[config.mk]
export PLATFORM = sky130hd
export DESIGN_NAME = instr_fetch_unit
export DESIGN_NICKNAME = d
export VERILOG_FILES = /design/src/rtl/instr_fetch_unit.sv
export SDC_FILE = /design/constraint.sdc
export NUM_CORES = 1
export LEC_CHECK = 0
export CORE_ASPECT_RATIO = 1.25
export CORE_MARGIN = 2
export CORE_UTILIZATION = 38
export DETAILED_ROUTE_END_ITERATION = 12
export GPL_TIMING_DRIVEN = 1
export PLACE_DENSITY = 0.82
export SLEW_MARGIN = 20
export SYNTH_ARGS = -nofsm -noshare
export SYNTH_HDL_FRONTEND = slang
export SYNTH_SLANG_ARGS = --single-unit
[constraint.sdc]
create_clock -name clock -period 4.45 [get_ports clock]
set_clock_uncertainty 0.05 [all_clocks]
set_input_delay 0.6675 -clock clock [delete_from_list [all_inputs] [get_ports clock]]
set_output_delay 0.6675 -clock clock [all_outputs]
set_load 0.1 [all_outputs]
[src/rtl/instr_fetch_unit.sv]
// Fetch stage: reads the instruction at the current PC over a req/ack memory
// port, latches it into the instruction register and returns PC+PC_INC with a
// one-cycle PC load strobe. Supports flush/abort and a no-ack timeout fault.
module instr_fetch_unit #(
  parameter int unsigned DATA_W  = 16,
  parameter int unsigned ADDR_W  = 16,
  parameter int unsigned PC_INC  = 2,
  parameter int unsigned TIMEOUT = 15
) (
  input  logic              clock,
  input  logic              reset,
  input  logic              fetch_start,
  input  logic              flush,
  input  logic [ADDR_W-1:0] pc,
  output logic              imem_req,
  output logic [ADDR_W-1:0] imem_addr,
  input  logic              imem_ack,
  input  logic [DATA_W-1:0] imem_rdata,
  output logic [DATA_W-1:0] ir,
  output logic [ADDR_W-1:0] pc_next,
  output logic              pc_write,
  output logic              fetch_done,
  output logic              busy,
  output logic              fetch_fault
);

  localparam int unsigned CNT_W = (TIMEOUT < 2) ? 1 : $clog2(TIMEOUT + 1);

  typedef enum logic [1:0] {
    IDLE  = 2'd0,
    REQ   = 2'd1,
    DONE  = 2'd2,
    FAULT = 2'd3
  } state_t;

  state_t           state;
  logic [CNT_W-1:0] wait_cnt;

  // Fetch control FSM; all outputs are registered here.
  always_ff @(posedge clock) begin
    if (reset) begin
      state       <= IDLE;
      imem_req    <= 1'b0;
      imem_addr   <= '0;
      ir          <= '0;
      pc_next     <= '0;
      pc_write    <= 1'b0;
      fetch_done  <= 1'b0;
      busy        <= 1'b0;
      fetch_fault <= 1'b0;
      wait_cnt    <= '0;
    end else begin
      // Strobes are single-cycle unless re-asserted below.
      pc_write   <= 1'b0;
      fetch_done <= 1'b0;
      case (state)
        IDLE: begin
          if (fetch_start && !flush) begin
            imem_addr <= pc;
            imem_req  <= 1'b1;
            busy      <= 1'b1;
            wait_cnt  <= '0;
            state     <= REQ;
          end
        end
        REQ: begin
          if (flush) begin
            // Abort wins over a same-cycle ack: no result, no PC load.
            imem_req <= 1'b0;
            busy     <= 1'b0;
            state    <= IDLE;
          end else if (imem_ack) begin
            ir         <= imem_rdata;
            pc_next    <= imem_addr + ADDR_W'(PC_INC);
            imem_req   <= 1'b0;
            pc_write   <= 1'b1;
            fetch_done <= 1'b1;
            state      <= DONE;
          end else if (wait_cnt == CNT_W'(TIMEOUT - 1)) begin
            imem_req    <= 1'b0;
            busy        <= 1'b0;
            fetch_fault <= 1'b1;
            state       <= FAULT;
          end else begin
            wait_cnt <= wait_cnt + CNT_W'(1);
          end
        end
        DONE: begin
          busy  <= 1'b0;
          state <= IDLE;
        end
        FAULT: begin
          if (flush) begin
            fetch_fault <= 1'b0;
            state       <= IDLE;
          end else if (fetch_start) begin
            fetch_fault <= 1'b0;
            imem_addr   <= pc;
            imem_req    <= 1'b1;
            busy        <= 1'b1;
            wait_cnt    <= '0;
            state       <= REQ;
          end
        end
        default: state <= IDLE;
      endcase
    end
  end

endmodule

Word-level counts from Yosys, hierarchy flattened
Cells that the tools add are included.
{"block": "totals", "regBits": 58, "latchBits": 0, "ramBits": 0, "rom_bits": 0, "inputBits": 37, "out_inout_bits": 53, "wordCells": 77, "mem_count": 0}
{"block": "classes", "addsub": 2, "n_mul": 0, "div_mod_pow": 0, "magnitude_cmp": 0, "n_eq_ne": 15, "shifts": 0, "n_mux": 35, "n_bitwise": 2, "n_reduce_logical": 14}
{"operator": "16-bit 2-to-1 mux", "n": 3}
{"operator": "16-bit case mux with 2 select lines", "n": 1}
{"operator": "4-bit 2-to-1 mux", "n": 6}
{"operator": "16-bit by 2-bit adder with 16-bit output (second input constant)", "n": 1}
{"operator": "5-bit AND reduction", "n": 3}
{"operator": "1-bit 2-to-1 mux", "n": 14}
{"operator": "2-bit inequality test (second input constant)", "n": 7}
{"operator": "2-bit 2-to-1 mux", "n": 6}
{"operator": "4-bit case mux with 3 select lines", "n": 1}
{"operator": "3-bit inequality test (second input constant)", "n": 3}
{"operator": "2-bit case mux with 4 select lines", "n": 1}
{"operator": "7-bit AND reduction", "n": 1}
{"operator": "3-bit AND reduction", "n": 2}
{"operator": "4-bit by 1-bit adder with 4-bit output (second input constant)", "n": 1}
{"operator": "2-bit equality test (second input constant)", "n": 2}
{"operator": "4-bit equality test (second input constant)", "n": 1}
{"operator": "4-bit inequality test (second input constant)", "n": 1}
{"operator": "1-bit case mux with 4 select lines", "n": 1}
{"operator": "4-bit AND reduction", "n": 1}
{"operator": "2-bit nonzero test", "n": 2}
{"operator": "1-bit case mux with 3 select lines", "n": 1}
{"operator": "3-bit nonzero test", "n": 1}
{"operator": "3-bit OR reduction", "n": 1}
{"operator": "2-bit by 1-bit equality test with 1-bit output (second input constant)", "n": 1}
{"operator": "other kinds (5)", "n": 6}

Logic depth before layout (Yosys ltp)
{"block": "depth", "word_depth": 5, "ltp_mapped": 7, "depth_no_buf": 6}

Least setup slack after synthesis
Ideal clock, no wire load.
{"block": "synth_timing", "path_type": "register -> register", "start": "reg imem_addr[1]", "end": "reg pc_next[13]", "setup_ns": 0.133, "arrival_time_ns": 2.057, "required_ns": 4.267, "slack_ns": 2.210, "path_stages_with_launch": 6, "path_buffers": 0, "synth_period_minus_slack_ns": 2.240, "path_cell_list": "dfxtp_1 ha_1 nand2_1 nor4_1 xnor2_1 a21oi_1"}
{"block": "synth_between", "elab_chain_cells": 1}
{"item": "start: declaration", "line_no": "16", "source": "output logic [ADDR_W-1:0] imem_addr,"}
{"item": "start signal: assignment", "line_no": "59", "source": "imem_addr <= pc;"}
{"item": "start signal: assignment", "line_no": "98", "source": "imem_addr <= pc;"}
{"item": "16-bit by 2-bit adder with 16-bit output", "line_no": "74", "source": "pc_next <= imem_addr + ADDR_W'(PC_INC);"}
{"item": "end signal: assignment", "line_no": "74"}
{"item": "end: declaration", "line_no": "20", "source": "output logic [ADDR_W-1:0] pc_next,"}
Every way passes these cells.
A chain may end at the register's enable or synchronous reset.

Worst setup path after layout
{"block": "layout_timing", "start": "reg imem_addr[7]", "end": "out imem_addr[7]"}
No word-level cell between the ends.

==> run_results.csv <==
group,metric,value,unit
status,outcome,"finished clean",
floorplan,die_x,76.3,µm
setup_path,worstPathArrival,2.02,ns
worst_hold_path,min_path_cells,2,
synth,synth_cell_types,33,
setup_path,cp-start-kind,"register",
clock_tree,ctsHoldBuffers,0,
setup_path,ff2ff_path_depth,6,
timing,finalCritPeriodShare,61.5,%
setup_path,cp-end-kind,"primary output",
final_layout,fin_nets,436,
timing,setup-violations-final,0,
timing,relSlewSlack,32.9,%
place,dp_cells,466,
place,hpwl,4490,µm
synth,synthSimpleGateAreaFrac,22.5,%
clock_tree,cts_setup_buffers,0,
worst_hold_path,hold_start,"ir[0]$_SDFFE_PP0P_",
grt,antenna_found_initial,0,
final_layout,drive_gt1_share,6.80,%
floorplan,core,0.00625,mm²
worst_hold_path,hold_path_end,"ir[0]$_SDFFE_PP0P_",
grt,grt_pass1_vias,2247,
clock_tree,cts_root_buf,"clkbuf_8",
route,drt-pass1-iter-count,5,
setup_path,critPathTopFamily,"buffers and inverters",
pwr,leakage,1.22,nW
route,drc,0,
floorplan,die_area,0.00721,mm²
clock_tree,cts.clk_slew.worst_paths,0.07,ns
flow_run,cap_violations,0,
grt,track_usage,18.1,%
timing,hold_violations,0,
setup_path,critPathKind,"reg2out",
place,io_buffers,89,
grt,grt_pass1_wl,10400,µm
final_layout,final_cells,482,
worst_hold_path,hold_path_class,"reg2reg",
grt,grt_max_degree,48,
grt,grt-ovfl-total,0,
clock_tree,cts_tree,"yes",
final_layout,final_common_cell,"clkdlybuf4s50_1",
route,wirelength,6370,µm
setup_path,r2r-end,"busy$_SDFFE_PP0P_",
setup_path,r2r-start,"state[1]$_SDFFE_PP0P_",
synth,synth_top_family_by_area,"simple AND/OR/NAND/NOR gates",
setup_path,cpPeakStageDelay,1.19,ns
route,num_vias,2399,
synth,synth_fp_nets,351,
route,detail-route-antenna-nets,0,
synth,ys_ff_latch,58,
floorplan,rows,32,
route,viasPerCell,4.98,
setup_path,path_buf_inv,1,
synth,synth_ff_type,"dfxtp_1",
clock_tree,numClockSinks,58,
final_layout,postLayoutCoreUtil,57.9,%
synth,synth_compound_area_share,18.8,%
synth,mappedNetlistArea,0.00249,mm²
timing,fin_tns_setup,0,ns
setup_path,cp_max_fo,7,
route,detailedRoute.firstIterationViolations,100,
clock_tree,worstSkewPairLatency,0.33,ns
timing,tightest_slew,1.00,ns
floorplan,die_h,94.4,µm
synth,synth_area_per_cell,8.10,µm²
synth,synthXorXnorAreaFrac,4.58,%
clock_tree,htreeDepth,3,
final_layout,num_antenna_cells,0,
pwr,ir_worst_vdd,248,µV
timing,rsz0062_at_grt,"no",
synth,seq_area_frac_synth,46.7,%
place,place_congestion,0.850,
synth,synthAdderAreaFrac,3.52,%
timing,min_period,2.74,ns
synth,yosys-mux-area-fraction,0,%
pwr,power_density,403,mW/mm²
setup_path,cp.required,3.73,ns
floorplan,num_io_pins,90,
floorplan,start_util,39.8,%
clock_tree,cts.repair.resized,0,
synth,yosysWarnings,0,
setup_path,regToRegSetupSlack,2.32,ns
route,wl_per_cell,13.2,µm
setup_path,crit_chain,"clkdlybuf4s50_1",
final_layout,area_growth,45.5,%
clock_tree,numCtsBuffers,9,
synth,async_reset_ff_share,0,%
clock_tree,cts_max_path_buffers,2,
setup_path,crit_path_top_delay_cell,"clkdlybuf4s50_1",
synth,synthCells,307,
final_layout,final_cell_mix,"clkdlybuf4s50_1, nand2_1, dfxtp_1",
timing,slew_viol_final,0,
timing,fmaxAchievable,0.365,GHz
synth,synth_edf_count,0,
-- cells in the mapped netlist, types with 2 or more instances --
cell type | instances | area share, %
nand2_1 | 81 | 12
dfxtp_1 | 58 | 47
a21oi_1 | 49 | 9.9
nor2_1 | 13 | 2.0
o21ai_0 | 13 | 2.6
xnor2_1 | 11 | 3.9
clkbuf_1 | 10 | 1.5
ha_1 | 7 | 3.5
inv_1 | 7 | 1.1
a211oi_1 | 6 | 1.8
nand3_1 | 6 | 1.2
nand2b_1 | 5 | 1.3
nor3_1 | 5 | 1.0
buf_2 | 4 | 0.81
nor4_1 | 4 | 1.0
nand4_1 | 3 | 0.75
o32ai_1 | 3 | 1.1
a31oi_1 | 2 | 0.50
nor2_2 | 2 | 0.50
nor2b_1 | 2 | 0.50
o21ba_2 | 2 | 0.81
o221a_2 | 2 | 0.91
xor2_1 | 2 | 0.70
-- metal layers --
layer  global-route usage, %  routed length, µm  up-vias
met4                    8.48                 60        0
met1                    19.3               2600     1111
met3                    5.45                332        4
li1                        -                  -     1218
met2                    33.0               3380       66
met5                       0                  0        -
-- final cells by class --
class,count,area [µm²]
Tap cell,85,106
Timing Repair Buffer,90,893
Sequential cell,58,1160
Multi-Input combinational cell,226,1230
Inverter,7,26.3
Clock buffer,10,138
Clock inverter,6,65.1
Fill cell,585,2630
-- registers in the layout, summed over array words and instances (netlist names) --
name and flops:
wait_cnt 4, ir 16, busy 1, imem_req 1, imem_addr 16, fetch_done 1, fetch_fault 1, state 2
pc_next 16
-- stage by stage --
stage	cell area (µm²)	power (mW)	setup WS [ns]	hold WS, ns
final	3620	1.46	1.71	0.405
after global placement	3420	0.979	1.82	0.392
after CTS	3620	1.47	1.68	0.406
after global routing	3620	1.52	1.65	0.431
after detailed placement	3420	0.984	1.81	0.396
after floorplan	2490	0.875	2.21	0.427
-- how the worst max path moves through the flow --
stage          depth (start not counted)                 startpoint                  endpoint  slack (ns)
3_5_place_dp                           5                      flush         busy$_SDFFE_PP0P_        1.81
4_1_cts                                1  imem_addr[7]$_SDFFE_PP0P_              imem_addr[7]        1.68
5_1_grt                                1  imem_addr[7]$_SDFFE_PP0P_              imem_addr[7]        1.65
2_1_floorplan                          5  imem_addr[1]$_SDFFE_PP0P_  pc_next[13]$_SDFFE_PP0P_        2.21
6_report                               1  imem_addr[7]$_SDFFE_PP0P_              imem_addr[7]        1.71
3_3_place_gp                           5                      flush         busy$_SDFFE_PP0P_        1.82
-- worst reg2reg max path, stage by stage, from the launching register on --
cell,delay [ns]
dfxtp_1,0.37
inv_1,0.08
ha_1,0.31
nand3b_1,0.66
o221a_2,0.35
nor2_1,0.04
a211oi_1,0.18
-- cells by family after synthesis --
| kind of cell | after synthesis |
|---|---|
| AO/OA/AOI/OAI | 81 |
| XOR/XNOR | 13 |
| adder cells (fa/ha/maj) | 7 |
| buffers and inverters | 23 |
| flip-flops | 58 |
| AND/OR/NAND/NOR | 125 |
-- where the power goes --
part | internal (mW) | switching [mW] | total, mW
Clock | 0.274 | 0.210 | 0.484
Combinational | 0.111 | 0.286 | 0.397
Sequential | 0.549 | 0.0268 | 0.576
Total | 0.934 | 0.523 | 1.46
No activity file was read; power rests on OpenSTA's default activity.
